===== src/rtl/dsm_ctrl_pkg.sv =====
// Shared types and defaults for the NCO frequency-sweep controller.
`timescale 1ns/1ps
package dsm_ctrl_pkg;

  localparam int STEP_WIDTH_DEFAULT  = 32;
  localparam int DWELL_WIDTH_DEFAULT = 24;

  typedef enum logic {
    IDLE  = 1'b0,
    DWELL = 1'b1
  } sweep_state_t;

  // Run-mode portion of the latched sweep descriptor. The width-dependent
  // fields (start/stop/delta/dwell) live in parameterised registers in the top.
  typedef struct packed {
    logic loop_mode;
    logic dither;
    logic dir_up;
  } sweep_cfg_t;

endpackage


===== src/rtl/dsm_dwell_timer.sv =====
// Loadable down-counter that measures how long each sweep step is held.
// A load value of 0 behaves like 1, so every step lasts at least one cycle.
`timescale 1ns/1ps
module dsm_dwell_timer #(
  parameter int DWELL_WIDTH = 24
) (
  input  logic                   aclk,
  input  logic                   rst,
  input  logic                   load,
  input  logic [DWELL_WIDTH-1:0] dwell,
  output logic                   expire
);

  localparam logic [DWELL_WIDTH-1:0] ONE = DWELL_WIDTH'(1);

  logic [DWELL_WIDTH-1:0] count;

  // Count down the remaining cycles of the current step; load restarts it at D-1.
  always_ff @(posedge aclk) begin
    if (rst) begin
      count <= '0;
    end else if (load) begin
      count <= (dwell == '0) ? '0 : dwell - ONE;
    end else if (count != '0) begin
      count <= count - ONE;
    end
  end

  assign expire = (count == '0);

endmodule


===== src/rtl/dsm_sweep_ctrl.sv =====
// Frequency-sweep sequencer feeding the NCO tuning word of dsm_core.
// Latches a descriptor on start, walks the step from start to stop with a
// clamp on the final step, and either finishes or restarts in loop mode.
`timescale 1ns/1ps
module dsm_sweep_ctrl
  import dsm_ctrl_pkg::*;
#(
  parameter int STEP_WIDTH  = STEP_WIDTH_DEFAULT,
  parameter int DWELL_WIDTH = DWELL_WIDTH_DEFAULT
) (
  input  logic                   aclk,
  input  logic                   rst,
  input  logic [STEP_WIDTH-1:0]  cfg_start_step,
  input  logic [STEP_WIDTH-1:0]  cfg_stop_step,
  input  logic [STEP_WIDTH-1:0]  cfg_delta,
  input  logic [DWELL_WIDTH-1:0] cfg_dwell,
  input  logic                   cfg_loop,
  input  logic                   cfg_dither,
  input  logic                   start,
  input  logic                   abort,
  output logic                   busy,
  output logic                   done,
  output logic [STEP_WIDTH-1:0]  nco_step,
  output logic                   nco_step_enable,
  output logic                   dither_enable
);

  sweep_state_t            state, state_n;
  sweep_cfg_t              cfg_q;
  logic [STEP_WIDTH-1:0]   start_q, stop_q, delta_q;
  logic [DWELL_WIDTH-1:0]  dwell_q, load_val;
  logic [STEP_WIDTH-1:0]   cur_step, step_n, next_step;
  logic [STEP_WIDTH:0]     sum_up, diff_dn;
  logic                    latch, load, expire, done_n, is_final;

  dsm_dwell_timer #(.DWELL_WIDTH(DWELL_WIDTH)) u_timer (
    .aclk   (aclk),
    .rst    (rst),
    .load   (load),
    .dwell  (load_val),
    .expire (expire)
  );

  // Next tuning word in one extra bit so a carry or borrow shows up as a wrap,
  // which is clamped to stop just like overshooting stop.
  always_comb begin
    sum_up    = {1'b0, cur_step} + {1'b0, delta_q};
    diff_dn   = {1'b0, cur_step} - {1'b0, delta_q};
    next_step = stop_q;
    if (cfg_q.dir_up) begin
      if (!sum_up[STEP_WIDTH] && (sum_up[STEP_WIDTH-1:0] < stop_q))
        next_step = sum_up[STEP_WIDTH-1:0];
    end else begin
      if (!diff_dn[STEP_WIDTH] && (diff_dn[STEP_WIDTH-1:0] > stop_q))
        next_step = diff_dn[STEP_WIDTH-1:0];
    end
    is_final = (cur_step == stop_q) || (delta_q == '0);
  end

  // Sweep sequencing: accept start in IDLE, advance or finish on dwell expiry.
  always_comb begin
    state_n  = state;
    step_n   = cur_step;
    done_n   = 1'b0;
    latch    = 1'b0;
    load     = 1'b0;
    load_val = dwell_q;
    case (state)
      IDLE: begin
        if (start && !abort) begin
          latch    = 1'b1;
          load     = 1'b1;
          load_val = cfg_dwell;
          step_n   = cfg_start_step;
          state_n  = DWELL;
        end
      end
      DWELL: begin
        if (abort) begin
          state_n = IDLE;
        end else if (expire) begin
          if (is_final) begin
            if (cfg_q.loop_mode) begin
              step_n = start_q;
              load   = 1'b1;
            end else begin
              state_n = IDLE;
              done_n  = 1'b1;
            end
          end else begin
            step_n = next_step;
            load   = 1'b1;
          end
        end
      end
      default: state_n = IDLE;
    endcase
  end

  // State, current step, done pulse and the descriptor captured at start.
  always_ff @(posedge aclk) begin
    if (rst) begin
      state    <= IDLE;
      cur_step <= '0;
      done     <= 1'b0;
      start_q  <= '0;
      stop_q   <= '0;
      delta_q  <= '0;
      dwell_q  <= '0;
      cfg_q    <= '0;
    end else begin
      state    <= state_n;
      cur_step <= step_n;
      done     <= done_n;
      if (latch) begin
        start_q         <= cfg_start_step;
        stop_q          <= cfg_stop_step;
        delta_q         <= cfg_delta;
        dwell_q         <= cfg_dwell;
        cfg_q.loop_mode <= cfg_loop;
        cfg_q.dither    <= cfg_dither;
        cfg_q.dir_up    <= (cfg_stop_step >= cfg_start_step);
      end
    end
  end

  assign busy            = (state == DWELL);
  assign nco_step_enable = busy;
  assign dither_enable   = busy & cfg_q.dither;
  assign nco_step        = cur_step;

endmodule


===== config.mk =====
export PLATFORM = sky130hd
export DESIGN_NAME = dsm_sweep_ctrl
export DESIGN_NICKNAME = d
export VERILOG_FILES = /design/src/rtl/dsm_ctrl_pkg.sv /design/src/rtl/dsm_dwell_timer.sv /design/src/rtl/dsm_sweep_ctrl.sv
export SDC_FILE = /design/constraint.sdc
export NUM_CORES = 1
export LEC_CHECK = 0
export CAP_MARGIN = 25
export CORE_MARGIN = 1.5
export CORE_UTILIZATION = 55
export DETAILED_ROUTE_END_ITERATION = 12
export MAX_ROUTING_LAYER = met4
export PLACE_DENSITY = 0.78
export SYNTH_ARGS = -nofsm -noshare
export SYNTH_HDL_FRONTEND = slang
export SYNTH_HIERARCHICAL = 1
export SYNTH_SLANG_ARGS = --single-unit

===== constraint.sdc =====
create_clock -name aclk -period 12.5 [get_ports aclk]
set_input_delay 2.5 -clock aclk [delete_from_list [all_inputs] [get_ports aclk]]
set_output_delay 2.5 -clock aclk [all_outputs]
set_load 0.005 [all_outputs]

* Word-level counts from Yosys, hierarchy flattened
Index checks and enable logic that the tools add are counted.
** Storage, ports and cells
- Output and inout bits :: 36
- Bits in registers :: 181
- Logic and storage cells :: 66
- Bits of input ports :: 126
** Operators by class
- Multiplexer cells :: 25
- $add $sub $neg :: 4
- Bitwise gates (word level) :: 4
- Order comparisons :: 3
- Equal/unequal tests :: 5
- Reduce and logical (&&, ||, !) cells :: 14
** Operators with widths (number)
- 32-bit two-way mux :: 8
- 24-bit two-way mux :: 5
- 32-bit one-hot mux with 2 select lines :: 1
- 24-bit logical NOT :: 2
- 24-bit by 1-bit subtractor with 24-bit output, second input constant :: 2
- 32-bit by 32-bit adder with 33-bit output :: 1
- 32-bit by 32-bit subtractor with 33-bit output :: 1
- 32-bit equality test :: 1
- 32-bit greater-or-equal comparator :: 1
- 32-bit > comparator :: 1
- 32-bit logical NOT :: 1
- 32-bit less-than comparator :: 1
- 24-bit nonzero test :: 1
- 1-bit two-way mux :: 9
- 5-bit OR reduction :: 1
- 2-bit inequality test, second input constant :: 2
- 1-bit one-hot mux with 2 select lines :: 2
- 4-bit AND reduction :: 1
- 1-bit logical AND :: 3
- 1-bit logical NOT :: 3
- 3-bit inequality test, second input constant :: 1
- 1-bit NOT :: 3
- 2-bit by 1-bit inequality test with 1-bit output, second input constant :: 1
- 2-bit nonzero test :: 1
- other kinds (2) :: 2

* Longest topological paths before layout
Gate-level depths: netlist (run 1).
- Depth in word-level cells :: 9
- Mapped depth :: 24
- Gate-level depth less buffers :: 22

* Hierarchy
The synthesis (run 1) kept the hierarchy.
** Modules (own cells, without submodules)
- dsm_sweep_ctrl :: instances 1, area an instance 13190.2 sq um, seq. area each 3143.0 sq um, cells each 1821
- dsm_dwell_timer :: instances 1, area an instance 1808.0 sq um, seq. area each 480.5 sq um, cells each 214

* Worst setup path before layout (run 1)
OpenSTA, ideal clock, no wires.
- Path type :: input port to flip-flop
- From :: input port start
- To :: register u_timer.count[23]
- Stages on the path :: 12
- Buffers on the path :: 3
- Setup time :: 0.143 ns
- Slack :: 7.314 ns
- Required time :: 12.357 ns
- Arrival time :: 5.043 ns
- Path through :: nand2_1 -> or2_2 -> clkbuf_1 -> buf_1 -> nand2_1 -> nand2_1 -> or4_4 -> or4_4 -> o21ai_4 -> or2_4 -> buf_12 -> o32ai_1
** On the way
- Word-level cells in the longest chain between the ends :: 6
- Elaborated cells on any way between the ends :: 10
- Classes of those cells :: 1 x add/sub; 6 x mux; 3 x reduce/logical
** Ends and longest elaborated chain
- start: declaration :: line dsm_sweep_ctrl.sv:19 : input logic start,
- 1-bit logical AND * :: line dsm_sweep_ctrl.sv:70 : if (start && !abort) begin
- 24-bit two-way mux * :: line dsm_sweep_ctrl.sv:70
- 24-bit two-way mux * :: line dsm_sweep_ctrl.sv:68 : case (state)
- named net load_val[16] :: line dsm_sweep_ctrl.sv:31 : logic [DWELL_WIDTH-1:0] dwell_q, load_val;
- 24-bit by 1-bit subtractor with 24-bit output or 24-bit logical NOT (tied branches) :: line dsm_dwell_timer.sv:23 : count <= (dwell == '0) ? '0 : dwell - ONE;
- 24-bit two-way mux * :: line dsm_dwell_timer.sv:23
- 24-bit two-way mux * :: line dsm_dwell_timer.sv:22 : end else if (load) begin
- end signal: assignment :: line dsm_dwell_timer.sv:23
- end signal: assignment :: line dsm_dwell_timer.sv:25 : count <= count - ONE;
- end: declaration :: line dsm_dwell_timer.sv:16 : logic [DWELL_WIDTH-1:0] count;
Mark *: on every way through the listed nets, which the timed path passes. The rest lies on a longest branch.
A chain may end at the register's enable or synchronous reset.

* Worst setup path after layout (run 1)
- From :: register delta_q[2]
- To :: register cur_step[8] (netlist: nco_step[8])
** On the way
- Word-level cells in the longest chain between the ends :: 9
- Elaborated cells on any way between the ends :: 19
- Classes of those cells :: 2 x add/sub; 2 x order compare; 1 x eq/ne; 7 x mux; 7 x reduce/logical
** Ends and longest elaborated chain
- start: declaration :: line dsm_sweep_ctrl.sv:30 : logic [STEP_WIDTH-1:0] start_q, stop_q, delta_q;
- start signal: assignment :: line dsm_sweep_ctrl.sv:118 : delta_q <= cfg_delta;
- 32-bit by 32-bit subtractor with 33-bit output or 32-bit by 32-bit adder with 33-bit output (tied branches) :: line dsm_sweep_ctrl.sv:48, dsm_sweep_ctrl.sv:47
- 32-bit > comparator (tied with other cells) :: line dsm_sweep_ctrl.sv:54 : if (!diff_dn[STEP_WIDTH] && (diff_dn[STEP_WIDTH-1:0] > stop_q))
- 1-bit logical AND (on tied branches) :: line dsm_sweep_ctrl.sv:54, dsm_sweep_ctrl.sv:51
- 32-bit two-way mux (on tied branches) :: line dsm_sweep_ctrl.sv:54, dsm_sweep_ctrl.sv:51
- 32-bit two-way mux :: line dsm_sweep_ctrl.sv:50 : if (cfg_q.dir_up) begin
- 32-bit two-way mux :: line dsm_sweep_ctrl.sv:82 : if (is_final) begin
- 32-bit two-way mux :: line dsm_sweep_ctrl.sv:81 : end else if (expire) begin
- 32-bit two-way mux :: line dsm_sweep_ctrl.sv:79 : if (abort) begin
- 32-bit one-hot mux with 2 select lines :: line dsm_sweep_ctrl.sv:68
- end signal: assignment :: line dsm_sweep_ctrl.sv:113 : cur_step <= step_n;
- end: declaration :: line dsm_sweep_ctrl.sv:32 : logic [STEP_WIDTH-1:0] cur_step, step_n, next_step;
Several ways; a longest one is shown, not always the timed one. The select of a mux whose other input is x is not followed.

==> results of run 1 <==
-- flip-flops by register name (all words and copies together) (netlist names) --
register       count
done               1
delta_q           32
start_q           32
nco_step          32
stop_q            32
busy               1
u_timer/count     24
cfg_q              3
dwell_q           24
-- critical path, cell delays in order (launching register included) --
cell and delay, ns:
dfxtp_1 0.41, inv_1 0.07, ha_1 0.48, o211ai_1 0.12, a21oi_1 0.39, o21ai_0 0.22, a31oi_1 0.40, a211oi_1 0.15
a211oi_1 0.26, nor2_1 0.09, xnor2_1 0.19, ha_1 0.34, nand4_1 0.18, a2111oi_0 0.71, a211oi_1 0.17, a211o_1 0.32
a22oi_2 0.62, buf_4 0.49, mux2i_1 0.24, nor2_1 0.05, a2111oi_0 0.37, nor3_1 0.09
-- cells in the final DEF, fill, tap and decap left out, drive strengths merged, types with 6 or more instances in the layout --
master / instances
a211oi: 49
buf: 18
nor4b: 6
nand2: 336
nor4: 34
nand4: 36
nor2: 167
o21ai: 61
clkinv: 8
dfxtp: 181
a221oi: 9
mux2i: 11
a21boi: 6
a21o: 30
o31ai: 10
nor2b: 16
inv: 141
or3: 14
o21bai: 14
o211ai: 16
o22ai: 7
a2111oi: 15
a31oi: 16
nand2b: 13
nand3: 28
o221ai: 8
nor3: 40
clkbuf: 17
or2: 7
clkdlybuf4s50: 160
xnor2: 113
a21oi: 275
xor2: 19
o32ai: 9
ha: 164
a2bb2oi: 9
-- how the worst max path moves through the flow --
stage	startpoint	end	slack (ns)	cells after the start
floorplan	start	u_timer/count[23]	7.31	12
global placement	delta_q[3]	nco_step[3]	6.16	21
detailed placement	start	u_timer/count[3]	6.05	13
CTS	delta_q[3]	nco_step[3]	6.08	21
global route	delta_q[2]	nco_step[8]	5.49	21
finish	delta_q[2]	nco_step[8]	5.97	21
-- stage by stage --
stage               hold WS, ns  cells  power (mW)  utilization [%]  worst slack [ns]
detailed placement       0.4458   2442       1.778            62.06             6.046
global placement         0.4371   2441       1.763            62.04             6.161
global route             0.4779   2473       2.516            64.36             5.495
CTS                      0.4564   2473       2.356            64.36             6.076
floorplan                0.4317   2035       1.475                -             7.314
finish                   0.4571   2473       2.377            64.36             5.972
-- final cells by class --
type | instances | area (um2)
Clock buffer | 17 | 425.4
Multi-Input combinational cell | 1605 | 10380
Sequential cell | 181 | 3623
Timing Repair Buffer | 178 | 1734
Inverter | 137 | 514.2
Tap cell | 341 | 426.7
Fill cell | 2427 | 9578
Clock inverter | 14 | 192.7
-- logic make-up after synthesis --
family                     count (synthesis)  synth area share, %
xor gates and xnor gates                 132                7.758
muxes                                     14               0.9594
buffers and inverters                    249                6.749
AOI/OAI and AO/OA                        569                24.44
DFF                                      181                24.16
adders and majority gates                166                13.95
and+or+nand+nor                          724                21.99
-- power by group through the flow --
stage,logic [mW],clock network [mW],registers [mW]
finish,1.10,0.572,0.702
global route,1.21,0.602,0.709
CTS,1.08,0.578,0.700
detailed placement,1.07,0,0.713
global placement,1.05,0,0.710
floorplan,0.781,0,0.694
-- routing by layer --
layer	wire length [um]	vias up	part of all wire [%]	GRT usage, %
li1	-	7338	-	-
met1	22190	7235	43	47.53
met2	24070	633	46	60.67
met3	3666	136	7.0	5.383
met4	2236	0	4.3	16.81
met5	0	-	0	-
==> impl_metrics.tcl, run 1 <==
set metrics [dict create \
    core-area_um2 26880 \
    fin_tns_setup_ns 0 \
    io_pins 162 \
    r2r_slack_ns 5.97 \
    worst_ep_arrival_time_ns 6.83 \
    cp.required_ns 12.80 \
    synth_area_um2 15000 \
    start_kind "flop" \
    routed_wl_um 52160 \
    clock_path_buffers 2 \
    worstHoldStart "start_q[18]" \
    r2r_end "nco_step[8]" \
    post_dp_cell_area_um2 16680 \
    relSlewSlack_pct 30.20 \
    post-cts-setup-buffers 0 \
    clock_sinks 181 \
    status "complete, no violations" \
    ys_seq_elements 181 \
    drv_cap 0 \
    leakage_nw 6.916 \
    slew_viol_final 0 \
    comb_power_share_pct 46.4 \
    cts_resized 0 \
    ir_worst_vdd_v 0.00007792 \
    yosysUniqueCellTypes 91 \
    p_sw_share_pct 42.86 \
    root_buffer "clkbuf_16" \
    place_congestion 1.010 \
    dr.first_iter.drc_count 1275 \
    internal-power_mw 1.358 \
    hold_buffers 0 \
    yosysMostFrequentCell "nand2_1" \
    cts_tree "yes" \
    postLayoutCellArea_um2 17300 \
    seqPwrFrac_pct 29.6 \
    final_nets 2412 \
    grt_overflow 0 \
    max_freq_ghz 0.1532 \
    timing.final.crit_share_pct 52.23 \
    fin_crit_ns 6.528 \
    n_antenna_cell 0 \
    p_switching_mw 1.019 \
    clkPwrFrac_pct 24.1 \
    die_h_um 168.1 \
    synth-edff-count 0 \
    antenna_found_initial 0 \
    critPathCaptureType "flop" \
    yosysSeqAreaShare_pct 24.16 \
    dieArea_um2 28270 \
    start_util_pct 55.81 \
    ant_nets 0 \
    syn_area_per_cell_um2 7.370 \
    yosysTopAreaCellShare_pct 24.16 \
    fp.dieW_um 168.1 \
    min_to "start_q[18]" \
    grt_pass1_vias 14750 \
    gr-usage-all-layers_pct 37.85 \
    ys_top_cells_by_area "dfxtp_1, ha_1, a21oi_1, nand2_1, xnor2_1" \
    row_count 60 \
    path_class "flop to flop" \
    holdPathStages 2 \
    synth_common_cells "nand2_1, a21oi_1, dfxtp_1" \
    rsz0062_at_grt "false" \
    cts_buffers 17 \
    detail_route.wl_per_cell_um 21.09 \
    hp-class "flop to flop" \
    async_reset_ff_share_pct 0 \
    grt_pass1_wl_um 81590 \
    setup_viol 0 \
    viasPerCell 6.204 \
    synthFlopType "dfxtp_1" \
    vias 15340 \
    drive_gt1_share_pct 4.597 \
    synthToLayoutAreaGrowth_pct 15.33 \
    rr_startpoint "delta_q[2]" \
    ys_warn_count 6 \
    rr_worst_depth 21 \
    grt_max_degree 91 \
    path_max_fanout 30 \
    worst_slew_pin_slew_ns 1.047 \
    hold_viol 0 \
    portBuffers 161 \
    hpwlAfterDp_um 39260 \
    clk_pin_slew_worst_paths_ns 0.08 \
    fin_worst_skew_ns 0.01056 \
    synth_top_area_cell "dfxtp_1" \
    drtPass1Iterations 7 \
    drcViolationCount 0 \
    powerDensity_nw_per_um2 137.4 \
    synthCells 2035 \
    syn_nets 2327 \
    clock_latency_ns 0.46 \
    h-tree-depth 4 \
]
(Power assumes the default switching activity.)
==> inputs of run 2 (changes only) <==
- CORE_UTILIZATION: 55 -> 53
- PLACE_DENSITY: 0.78 -> 0.79
- clock period: 12.5 -> 5.55 ns (I/O delays scaled with it)
==> run 2 against run 1 <==
Sequential power up 120%. Critical path depth unchanged. Utilization up 2.0 points. Non-clock buffer count up 119. Clock power up 120%. Fmax up 21%. Sequential share of layout area down 1.2 points. Register-to-register slack worse by 5.8 ns. First-iteration DRC count up 31%. Cell count up 6.4%. Power up 140%. Clock skew up 0.0060 ns. Critical path type unchanged. Largest cell class unchanged.
==> impl_metrics.tcl, run 2 (synthesis results as in run 1) <==
set metrics [dict create \
    vias 15990 \
    drtPass1Iterations 5 \
    antenna_found_initial 2 \
    clock_path_buffers 2 \
    setup_viol 0 \
    worst_slew_pin_slew_ns 1.083 \
    crit_chain "ha_1 -> a21oi_1 -> o21ai_0 -> a211oi_2 -> o211ai_1 -> a31o_2 -> a41oi_4 -> o21ai_2 -> a21oi_2 -> xnor2_1 -> ha_1 -> nand4_1 -> nor4bb_4 -> nand2_1 -> a211o_1 -> a22oi_2 -> buf_4 -> a21oi_2 -> a221oi_2 -> o311ai_1 -> o211a_1" \
    gr-usage-all-layers_pct 39.36 \
    grt_pass1_wl_um 85120 \
    holdPathStages 2 \
    fin_worst_skew_ns 0.01656 \
    ant_nets 0 \
    status "complete, no violations" \
    comb_power_share_pct 49.7 \
    fin_crit_ns 5.400 \
    p_switching_mw 2.397 \
    final_core_util_pct 66.34 \
    clock_latency_ns 0.46 \
    detail_route.wl_per_cell_um 21.45 \
    routed_wl_um 56460 \
    path_max_fanout 5 \
    p_sw_share_pct 42.81 \
    relSlewSlack_pct 27.15 \
    portBuffers 161 \
    leakage_nw 7.562 \
    drcViolationCount 0 \
    slew_viol_final 0 \
    hold_buffers 0 \
    io_pins 162 \
    grt_overflow 0 \
    critPathCaptureType "flop" \
    post_dp_cell_area_um2 17630 \
    post-place-ws_ns -0.1851 \
    h-tree-depth 4 \
    cts_buffers 17 \
    cts_tree "yes" \
    slowest_delay_ns 0.51 \
    dr.first_iter.drc_count 1670 \
    final_nets 2531 \
    hold_viol 0 \
    core-area_um2 27780 \
    start_util_pct 53.99 \
    mostFrequentLayoutCell "nand2_1" \
    drv_cap 0 \
    powerDensity_nw_per_um2 303.8 \
    fp.dieW_um 171.2 \
    hold-worst-slack_ns 0.4552 \
    ir_worst_vdd_v 0.0002018 \
    hpwlAfterDp_um 42890 \
    cp.required_ns 5.90 \
    layout.cells.most_common_list "nand2_1, a21oi_1, dfxtp_1, nor2_1" \
    grt_max_degree 104 \
    fin_tns_setup_ns 0 \
    hp-class "flop to flop" \
    internal-power_mw 3.202 \
    drive_gt1_share_pct 11.15 \
    rr_worst_depth 21 \
    postLayoutCellArea_um2 18430 \
    clock_sinks 181 \
    dieArea_um2 29320 \
    max_freq_ghz 0.1852 \
    worst_ep_arrival_time_ns 5.75 \
    clkPwrFrac_pct 22.4 \
    grt_pass1_vias 14980 \
    place_congestion 0.9876 \
    seqPwrFrac_pct 27.9 \
    fin_ws_ns 0.1496 \
    path_class "flop to flop" \
    clk_pin_slew_worst_paths_ns 0.08 \
    root_buffer "clkbuf_16" \
    crit_path_top_delay_cell "dfxtp_1" \
    timing.final.crit_share_pct 97.30 \
    row_count 61 \
    synthToLayoutAreaGrowth_pct 22.89 \
    viasPerCell 6.073 \
    die_h_um 171.2 \
    start_kind "flop" \
]
[run 2: power groups by stage]
stage	sequential [mW]	combinational (mW)	clock [mW]
detailed placement	1.59	2.64	0
global placement	1.58	2.60	0
finish	1.56	2.78	1.26
CTS	1.56	2.67	1.25
floorplan	1.56	1.76	0
global route	1.58	3.01	1.31
[run 2: final timing paths]
path	from	endpoint	slack, ns
worst max-delay path	nco_step[7]	nco_step[29]	0.15
worst max register to register	nco_step[7]	nco_step[29]	0.15
worst min-delay path	cfg_q[1]	cfg_q[1]	0.46
worst min register to register	cfg_q[1]	cfg_q[1]	0.46
[run 2: layout make-up]
class,count,area [um2]
multi-input combinational,1605,10560
fill,2516,9350
sequential,181,3631
timing repair buffer,297,2659
inverter,137,514.2
tap,378,473.0
clock buffer,18,429.2
clock inverter,14,161.4
antenna,2,5.005
[run 2: layer usage]
layer	wire [um]	GRT usage (%)	part of all wire [%]	vias up
met5	0	-	0	-
met4	2666	19.37	4.7	0
met3	4149	5.453	7.3	148
met2	25920	62.30	46	750
met1	23730	49.30	42	7509
li1	-	-	-	7578
[run 2: through the flow]
| step | instances | total power, mW |
|---|---|---|
| floorplan | 2035 | 3.323 |
| global placement | 2596 | 4.182 |
| detailed placement | 2596 | 4.223 |
| CTS | 2628 | 5.481 |
| global route | 2632 | 5.894 |
| finish | 2632 | 5.600 |
[run 2: critical path: cells and delay by family (launching register included)]
| family | cells | cell delay [ns] |
|---|---|---|
| xor gates and xnor gates | 1 | 0.17 |
| DFF | 1 | 0.51 |
| AOI/OAI and AO/OA | 14 | 3.17 |
| adders and majority gates | 2 | 0.62 |
| buffers and inverters | 1 | 0.16 |
| and+or+nand+nor | 3 | 0.65 |
[run 2: what timing repair did]
item | CTS | global route
pin swaps | 3 | 12
endpoints found under the setup margin | 22 | 28
gates resized for setup | 5 | 39
buffers inserted | 0 | 2
==> inputs of run 3 (changes only) <==
- CORE_UTILIZATION: 53 -> 55
- PLACE_DENSITY: 0.79 -> 0.78
- TNS_END_PERCENT: default -> 100
- clock period: 5.55 -> 5.6 ns (I/O delays scaled with it)
==> run 3 against run 2 <==
Sequential power barely moved. Critical endpoint unchanged. Die area fell by 3.6%. Global-route usage rose by 0.52 points. Cell count fell by 1.6%. Clock-buffer cell count did not move. Final area fell by 0.42%. Wire length fell by 2.2%. Highest routed layer unchanged.
==> impl_metrics.tcl, run 3 (synthesis results as in run 1) <==
set metrics [dict create \
    vias 16050 \
    powerDensity_nw_per_um2 306.1 \
    core-area_um2 26880 \
    final_core_util_pct 68.29 \
    clk_pin_slew_worst_paths_ns 0.08 \
    cp_top_family "compound AO/OA/AOI/OAI gates" \
    crit_path_top_delay_cell "dfxtp_1" \
    drive_gt1_share_pct 10.49 \
    antenna_found_initial 0 \
    io_pins 162 \
    root_buffer "clkbuf_16" \
    rr_worst_depth 23 \
    dr.first_iter.drc_count 1614 \
    rsz0062_at_grt "true" \
    drv_cap 0 \
    slowest_delay_ns 0.40 \
    r2r_end "nco_step[29]" \
    dieArea_um2 28270 \
    synthToLayoutAreaGrowth_pct 22.37 \
    routed_wl_um 55250 \
    post-place-ws_ns 0.1072 \
    layout.cells.most_common_list "nand2_1, a21oi_1, dfxtp_1, nor2_1, ha_1" \
    viasPerCell 6.194 \
    hold_viol 0 \
    clock_latency_ns 0.47 \
    worst_slew_pin_slew_ns 0.8438 \
    grt_pass1_vias 15200 \
    cp_num_buf_inv 3 \
    leakage_nw 7.551 \
    r2r_slack_ns 0.21 \
    max_freq_ghz 0.1856 \
    die_h_um 168.1 \
    fin_worst_skew_ns 0.03078 \
    relSlewSlack_pct 43.74 \
    grt_pass1_wl_um 85010 \
    hold-worst-slack_ns 0.4588 \
    cts_buffers 17 \
    holdPathStages 2 \
    fin_crit_ns 5.389 \
    rr_startpoint "delta_q[18]" \
    fillers 2365 \
    worstHoldStart "start_q[1]" \
    start_util_pct 55.81 \
    ant_nets 0 \
    seq_area_um2 3623 \
    place_congestion 1.002 \
    worst_ep_arrival_time_ns 5.74 \
    multi_input_area_um2 10490 \
    slew_viol_final 0 \
    cts_tree "yes" \
    hp-class "flop to flop" \
    setup_viol 0 \
    clock_sinks 181 \
    path_class "flop to flop" \
    row_count 60 \
    crit_chain "inv_1 -> ha_1 -> nand4_1 -> nor4_2 -> buf_4 -> o211ai_1 -> o211ai_1 -> a31o_2 -> a41oi_2 -> o21ai_2 -> a21oi_1 -> xnor2_1 -> ha_1 -> nand4_1 -> nor4bb_2 -> nand2_1 -> a211o_1 -> a22oi_2 -> buf_4 -> a21oi_2 -> a221oi_2 -> o311ai_0 -> o211a_1" \
    n_antenna_cell 0 \
    grt_max_degree 74 \
    cp.required_ns 5.95 \
    grt_overflow 0 \
    status "complete, no violations" \
    start_kind "flop" \
    hpwlAfterDp_um 41790 \
    clock_path_buffers 2 \
    mostFrequentLayoutCell "nand2_1" \
    fp.dieW_um 168.1 \
    final_nets 2529 \
    fin_ws_ns 0.2108 \
    portBuffers 161 \
    worstSetupStartpoint "delta_q[18]" \
    path_max_fanout 4 \
    drtPass1Iterations 7 \
    min_to "start_q[1]" \
    timing.final.crit_share_pct 96.24 \
    ir_worst_vdd_v 0.0002322 \
    gr-usage-all-layers_pct 39.88 \
    detail_route.wl_per_cell_um 21.32 \
    h-tree-depth 4 \
    hold_buffers 0 \
    critPathCaptureType "flop" \
    drcViolationCount 0 \
]
==> run 3: cell count changes in the layout (fill, tap and decap cells not counted), sizes merged <==
| cell | delta |
|---|---|
| diode | -2 |
| inv | -1 |
| clkinv | -2 |
| buf | -3 |
| bufinv | +2 |
| clkbuf | +1 |
| clkinvlp | +1 |
==> run 3: cell type report <==
cell class	count	area share, %
Multi-Input combinational cell	1605	57.15
Sequential cell	181	19.74
Timing Repair Buffer	295	14.45
Inverter	137	2.802
Clock buffer	18	2.393
Tap cell	341	2.325
Clock inverter	14	1.138
==> run 3: how the worst max path moves through the flow <==
stage | to | slack, ns | cells after the start
2_1_floorplan | nco_step[6] | 0.62 | 22
3_3_place_gp | nco_step[3] | 0.18 | 21
3_5_place_dp | nco_step[3] | 0.11 | 22
4_1_cts | nco_step[29] | 0.05 | 23
5_1_grt | nco_step[29] | -0.01 | 23
6_report | nco_step[29] | 0.21 | 23
==> run 3: power breakdown <==
group          internal [mW]  leakage, nW  switching [mW]  total [mW]
sequential              1.42         1.48           0.138        1.56
clock                  0.702        0.311           0.643        1.34
combinational           1.14         5.76            1.58        2.72
==> run 3: per-stage QoR <==
stage / area (um2) / total power, mW / std cells / TNS (ns)
CTS: 18230 / 5.523 / 2588 / 0
global route: 18350 / 5.910 / 2591 / -0.02695
floorplan: 15000 / 3.293 / 2035 / 0
detailed placement: 17580 / 4.150 / 2556 / 0
global placement: 17580 / 4.111 / 2556 / 0
finish: 18350 / 5.619 / 2591 / 0
==> run 3: per-layer routing <==
layer  GRT usage, %  routed length [um]  vias to the layer above
met3          5.336                3881                      168
met2          65.69               25620                      754
li1               -                   -                     7560
met5              -                   0                        -
met4          17.16                2648                        0
met1          49.07               23090                     7567
==> run 3: timing repair <==
item                                   in CTS  in global routing
pin swaps                                   0                  4
setup buffers                               0                  2
setup endpoints to repair                   1                 30
gates resized for setup                     1                 26
endpoints found under the hold margin       0                  0
==> run 3: worst register-to-register path: stages (launching register included) <==
cell and delay [ns]:
dfxtp_1 0.40, inv_1 0.07, ha_1 0.33, nand4_1 0.19, nor4_2 0.31, buf_4 0.14, o211ai_1 0.09, o211ai_1 0.26
a31o_2 0.31, a41oi_2 0.20, o21ai_2 0.21, a21oi_1 0.12, xnor2_1 0.16, ha_1 0.31, nand4_1 0.17, nor4bb_2 0.35
nand2_1 0.10, a211o_1 0.29, a22oi_2 0.27, buf_4 0.17, a21oi_2 0.08, a221oi_2 0.32, o311ai_0 0.19, o211a_1 0.25
